## src/rtl/mem_arb_pkg.sv

```systemverilog
// Shared types and default constants for the single-port memory arbiter.
// The starvation guard is built only when MEM_ARB_STARVE_GUARD_EN is defined.
package mem_arb_pkg;

    typedef enum logic [1:0] {
        OWN_NONE = 2'd0,
        OWN_I    = 2'd1,
        OWN_D    = 2'd2
    } rd_own_t;

    localparam int MEM_AW_DFLT     = 8;
    localparam int STARVE_MAX_DFLT = 4;
    localparam int STARVE_CNT_W    = 4;

endpackage

```

## src/rtl/arb_starve_ctr.sv

```systemverilog
// Saturating count of consecutive denied fetch cycles; o_hit flags that the
// limit has been reached so the next contested cycle goes to fetch.
module arb_starve_ctr
    import mem_arb_pkg::*;
#(
    parameter int MAX = STARVE_MAX_DFLT
) (
    input  logic clk,
    input  logic rst_n,
    input  logic i_inc,
    input  logic i_clr,
    output logic o_hit
);

    localparam logic [STARVE_CNT_W-1:0] MAX_C = STARVE_CNT_W'(MAX);

    logic [STARVE_CNT_W-1:0] r_cnt;

    always_ff @(posedge clk or negedge rst_n) begin
        if (!rst_n) begin
            r_cnt <= '0;
        end else if (i_clr) begin
            r_cnt <= '0;
        end else if (i_inc && (r_cnt != MAX_C)) begin
            r_cnt <= r_cnt + 1'b1;
        end
    end

    assign o_hit = (r_cnt == MAX_C);

endmodule

```

## src/rtl/mem_arbiter.sv

```systemverilog
// Shares one synchronous SRAM between instruction fetch and data load/store.
// Fetch starvation guard is built only when MEM_ARB_STARVE_GUARD_EN is defined.
//
//   rd_own   | meaning
//   OWN_NONE | no read in flight
//   OWN_I    | fetch read in flight, data returns this cycle
//   OWN_D    | load read in flight, data returns this cycle
module mem_arbiter
    import mem_arb_pkg::*;
#(
    parameter int DATA_W     = 32,
    parameter int MEM_AW     = MEM_AW_DFLT,
    parameter int STARVE_MAX = STARVE_MAX_DFLT
) (
    input  logic              clk,
    input  logic              rst_n,
    input  logic              i_req,
    input  logic [31:0]       i_addr,
    output logic              i_gnt,
    output logic              i_rvalid,
    output logic [DATA_W-1:0] i_rdata,
    input  logic              d_req,
    input  logic              d_we,
    input  logic [31:0]       d_addr,
    input  logic [DATA_W-1:0] d_wdata,
    output logic              d_gnt,
    output logic              d_rvalid,
    output logic [DATA_W-1:0] d_rdata,
    output logic              mem_en,
    output logic              mem_we,
    output logic [MEM_AW-1:0] mem_addr,
    output logic [DATA_W-1:0] mem_wdata,
    input  logic [DATA_W-1:0] mem_rdata
);

    rd_own_t           r_rd_own;
    rd_own_t           w_rd_own_nxt;
    logic [DATA_W-1:0] r_i_rdata;
    logic [DATA_W-1:0] r_d_rdata;
    logic              w_force_i;
    logic              w_i_win;
    logic              w_d_win;
    logic              w_unused_bits;

    assign w_unused_bits = ^{i_addr[31:MEM_AW+2], i_addr[1:0],
                             d_addr[31:MEM_AW+2], d_addr[1:0]};

`ifdef MEM_ARB_STARVE_GUARD_EN
    logic w_starve_hit;

    arb_starve_ctr #(
        .MAX   (STARVE_MAX)
    ) u_starve_ctr (
        .clk   (clk),
        .rst_n (rst_n),
        .i_inc (i_req & ~w_i_win),
        .i_clr (w_i_win | ~i_req),
        .o_hit (w_starve_hit)
    );

    assign w_force_i = w_starve_hit;
`else
    assign w_force_i = 1'b0;
`endif

    // Grants are gated by rst_n so every output reads 0 while reset is held.
    always_comb begin
        w_i_win      = 1'b0;
        w_d_win      = 1'b0;
        mem_en       = 1'b0;
        mem_we       = 1'b0;
        mem_addr     = '0;
        mem_wdata    = '0;
        w_rd_own_nxt = OWN_NONE;
        if (rst_n) begin
            w_i_win = i_req & (~d_req | w_force_i);
            w_d_win = d_req & ~w_i_win;
        end
        if (w_i_win) begin
            mem_en       = 1'b1;
            mem_addr     = i_addr[MEM_AW+1:2];
            w_rd_own_nxt = OWN_I;
        end else if (w_d_win) begin
            mem_en       = 1'b1;
            mem_we       = d_we;
            mem_addr     = d_addr[MEM_AW+1:2];
            mem_wdata    = d_wdata;
            w_rd_own_nxt = d_we ? OWN_NONE : OWN_D;
        end
    end

    assign i_gnt = w_i_win;
    assign d_gnt = w_d_win;

    always_ff @(posedge clk or negedge rst_n) begin
        if (!rst_n) begin
            r_rd_own <= OWN_NONE;
        end else begin
            r_rd_own <= w_rd_own_nxt;
        end
    end

    // The SRAM presents read data in the cycle after the grant; steer it
    // straight through to the owner and keep a copy so the port holds it.
    always_ff @(posedge clk or negedge rst_n) begin
        if (!rst_n) begin
            r_i_rdata <= '0;
            r_d_rdata <= '0;
        end else begin
            if (r_rd_own == OWN_I) r_i_rdata <= mem_rdata;
            if (r_rd_own == OWN_D) r_d_rdata <= mem_rdata;
        end
    end

    assign i_rvalid = (r_rd_own == OWN_I);
    assign d_rvalid = (r_rd_own == OWN_D);
    assign i_rdata  = (r_rd_own == OWN_I) ? mem_rdata : r_i_rdata;
    assign d_rdata  = (r_rd_own == OWN_D) ? mem_rdata : r_d_rdata;

endmodule

```

## config.mk

```make
export PLATFORM = sky130hd
export DESIGN_NAME = mem_arbiter
export DESIGN_NICKNAME = d
export VERILOG_FILES = /design/src/rtl/mem_arb_pkg.sv /design/src/rtl/arb_starve_ctr.sv /design/src/rtl/mem_arbiter.sv
export SDC_FILE = /design/constraint.sdc
export NUM_CORES = 1
export LEC_CHECK = 0
export ABC_AREA = 1
export ABC_CLOCK_PERIOD_IN_PS = 1650
export BUFFER_PORTS_ARGS = -buffer_cell sky130_fd_sc_hd__buf_2
export CAP_MARGIN = 20
export CORE_MARGIN = 5
export CORE_UTILIZATION = 39
export DETAILED_ROUTE_END_ITERATION = 12
export PLACE_DENSITY = 0.81
export SYNTH_ARGS = -nofsm -noshare
export SYNTH_HDL_FRONTEND = slang
export SYNTH_SLANG_ARGS = --single-unit
export TNS_END_PERCENT = 100
```

## constraint.sdc

```tcl
create_clock -name clk -period 1.65 [get_ports clk]
set_clock_uncertainty 0.2 [all_clocks]
set_input_delay 0.33 -clock clk [delete_from_list [all_inputs] [get_ports clk]]
set_output_delay 0.33 -clock clk [all_outputs]
set_load 0.005 [all_outputs]
```

==> results.py <==
metrics = {
    "timing": {
        "post-route-period-util": 1.18,
        "slew_headroom": 0.535,
        "slew_viol_final": 0,
        "worstMarginPinSlew_ns": 0.697,
        "max_freq_mhz": 512,
        "finalCriticalPeriod_ns": 1.95,
        "finalHoldViolations": 0,
        "setup_ws_ns": -0.305,
        "rsz0062_at_grt": "yes",
        "setup_viol": 66,
    },
    "cells_and_area": {
        "num_antenna_cells": 0,
        "fin_nets": 717,
        "finalNonFillerCells": 688,
        "nFillCells": 648,
        "drive_gt1_frac": 0.416,
        "regArea_sq_mm": 0.00165,
        "syn_to_final_growth_pct": 50.9,
        "finalCoreUtilization": 0.605,
        "multi_input_area_sq_mm": 0.00104,
        "fin_area_sq_mm": 0.00439,
    },
    "cts": {
        "h-tree-depth": 3,
        "clk_pin_slew_worst_paths_ns": 0.07,
        "cts_root_buffer": "clkbuf_8",
        "clockBufferDepth": 2,
        "tritoncts.num_buffers": 9,
        "clock_latency_ns": 0.33,
        "clkSinkCount": 66,
        "cts_tree": "built",
    },
    "synth": {
        "synth.most_common_cell": "nand2_1",
        "yosys-top-cells-count": "212 x nand2_1, 66 x dfrtp_1, 36 x inv_1",
        "yosysUniqueCellTypes": 12,
        "netlist_area_sq_mm": 0.00291,
        "synth_fp_nets": 511,
        "ys_seq_elements": 66,
        "seq_area_frac_synth": 0.567,
        "synth.top_cell.area_share": 0.567,
        "synthFlopType": "dfrtp_1",
        "synth.top_cells.by_area": "dfrtp_1 57%, nand2_1 27%, inv_1 4.6%",
        "synth.largest_area_cell": "dfrtp_1",
        "synth_cells": 378,
        "synthArstFlopShare": 1.00,
        "yosys_warnings": 0,
        "avgSynthCellArea_sq_um": 7.70,
        "synth_edf_count": 0,
    },
    "status": {
        "failed_checks": "setup timing",
        "outcome": "finished with violations",
    },
    "die": {
        "core_area_sq_mm": 0.00725,
        "die_x_um": 96.4,
        "io-pin-count": 243,
        "dieArea_sq_mm": 0.00929,
        "start_util": 0.401,
        "rows": 31,
        "die_y_um": 96.4,
    },
    "pwr": {
        "ir_drop_mv": 0.380,
        "leakage_nw": 2.76,
        "finalPower_mw": 4.59,
        "power.density_mw_per_mm2": 1050,
    },
    "place": {
        "place_ws_ns": -0.0355,
        "placedCellCount": 668,
        "placed_area_sq_mm": 0.00406,
        "dp_hpwl_um": 7750,
        "gp_congestion": 0.912,
        "port_buffers": 194,
    },
    "setup_path": {
        "critical_path.slowest_cell": "dfrtp_2",
        "arrival_ns": 1.42,
        "cp_common_cell": "nand2_1",
        "setup.worst_path.class": "register to output port",
        "crit_fanout": 21,
        "crit_path_end_kind": "output port",
        "required_ns": 1.12,
        "cp-start-kind": "register",
        "cp_cell_sequence": "inv_2 > nor2_4 > buf_12 > nand2_1 > nand2_1 > buf_2",
        "r2r_cells": 5,
        "slowest_delay_ns": 0.42,
    },
    "worst_hold_path": {
        "hold_path_depth": 3,
        "min_path_type": "input pin to register",
    },
    "route": {
        "wl_um": 9870,
        "dr.pass1.iters": 4,
        "ant_nets": 0,
        "vias": 3106,
        "drcViolationCount": 0,
        "drtIter0Drc": 109,
        "vias_per_cell": 4.51,
        "wl_per_cell_um": 14.4,
    },
    "global_routing": {
        "grt_use_total": 0.211,
        "grt_antenna_before_repair": 1,
        "grt_pass1_wl_um": 14600,
        "grt_max_degree": 59,
        "grt_pass1_vias": 3096,
        "grt_overflow_total": 0,
    },
    "flow_run": {
        "max_cap_violations": 0,
    },
}
## where the power goes
group / switching [mW] / internal [mW] / total (mW)
clock network: 0.613 / 0.894 / 1.51
registers: 0.0816 / 1.91 / 1.99
logic: 0.596 / 0.499 / 1.10
## routing by layer
layer / vias to the layer above / part of all wire / global-route usage
met5: - / 0.00071 / 0
met4: 2 / 0.018 / 0.0911
met3: 12 / 0.096 / 0.0596
met2: 138 / 0.52 / 0.380
met1: 1417 / 0.37 / 0.230
li1: 1537 / - / -
## cell type report
class                           instances  share of cell area
Inverter                               37              0.0316
Multi-Input combinational cell        258               0.236
Clock inverter                          6              0.0202
Clock buffer                           10              0.0313
Tap cell                               99              0.0282
Timing Repair Buffer                  212               0.276
Sequential cell                        66               0.377
## per-stage QoR
step / TNS (ns) / hold slack [ns]
after floorplan: 0 / -0.166
after global placement: 0 / 0.141
after detailed placement: -0.293 / 0.135
after CTS: -21.05 / -0.000162
after global routing: -23.13 / 0.0189
final: -17.33 / 0.0234
## worst paths after layout
check	from	endpoint	slack, ns
worst max-delay path	r_rd_own[0]	i_rdata[27]	-0.30
worst min-delay path	mem_rdata[30]	r_d_rdata[30]	0.02
worst max register to register	r_rd_own[0]	r_d_rdata[12]	0.38
worst min register to register	r_d_rdata[24]	r_d_rdata[24]	0.27
max in group asynchronous	rst_n	r_i_rdata[12]	0.69
min in group asynchronous	rst_n	r_d_rdata[4]	0.04
## state kept, by name (all words and copies together) (netlist names)
signal	count
r_d_rdata	32
r_i_rdata	32
r_rd_own	2
## cells by family (layout without fill, tap and decap cells)
kind of cell | after synthesis | count (layout) | share of synthesized area
DFF | 66 | 66 | 0.567
and+or+nand+nor | 258 | 258 | 0.346
buffers and inverters | 54 | 265 | 0.0868
## layout by cell type, fill, tap and decap left out, types with 3 or more instances in the layout
cell and n:
buf_6 3, clkbuf_8 10, dfrtp_1 64, buf_12 6
nor2_1 35, buf_2 192, nand4_1 8, inv_2 3
inv_1 34, dlygate4sd3_1 3, buf_4 7, nand2_2 13
nand2_1 200
## worst max-delay path, delay by kind of cell, from the launching register on
| kind | cells | cell delay [ns] |
|---|---|---|
| and+or+nand+nor | 3 | 0.31 |
| DFF | 1 | 0.42 |
| buffers and inverters | 3 | 0.37 |
## timing repair
item	CTS	global route
gates cloned	0	1
endpoints found under the setup margin	66	66
hold buffers	3	0
buffers inserted	0	0
endpoints found under the hold margin	10	0
resized for setup	10	16
(Power assumes the default switching activity.)
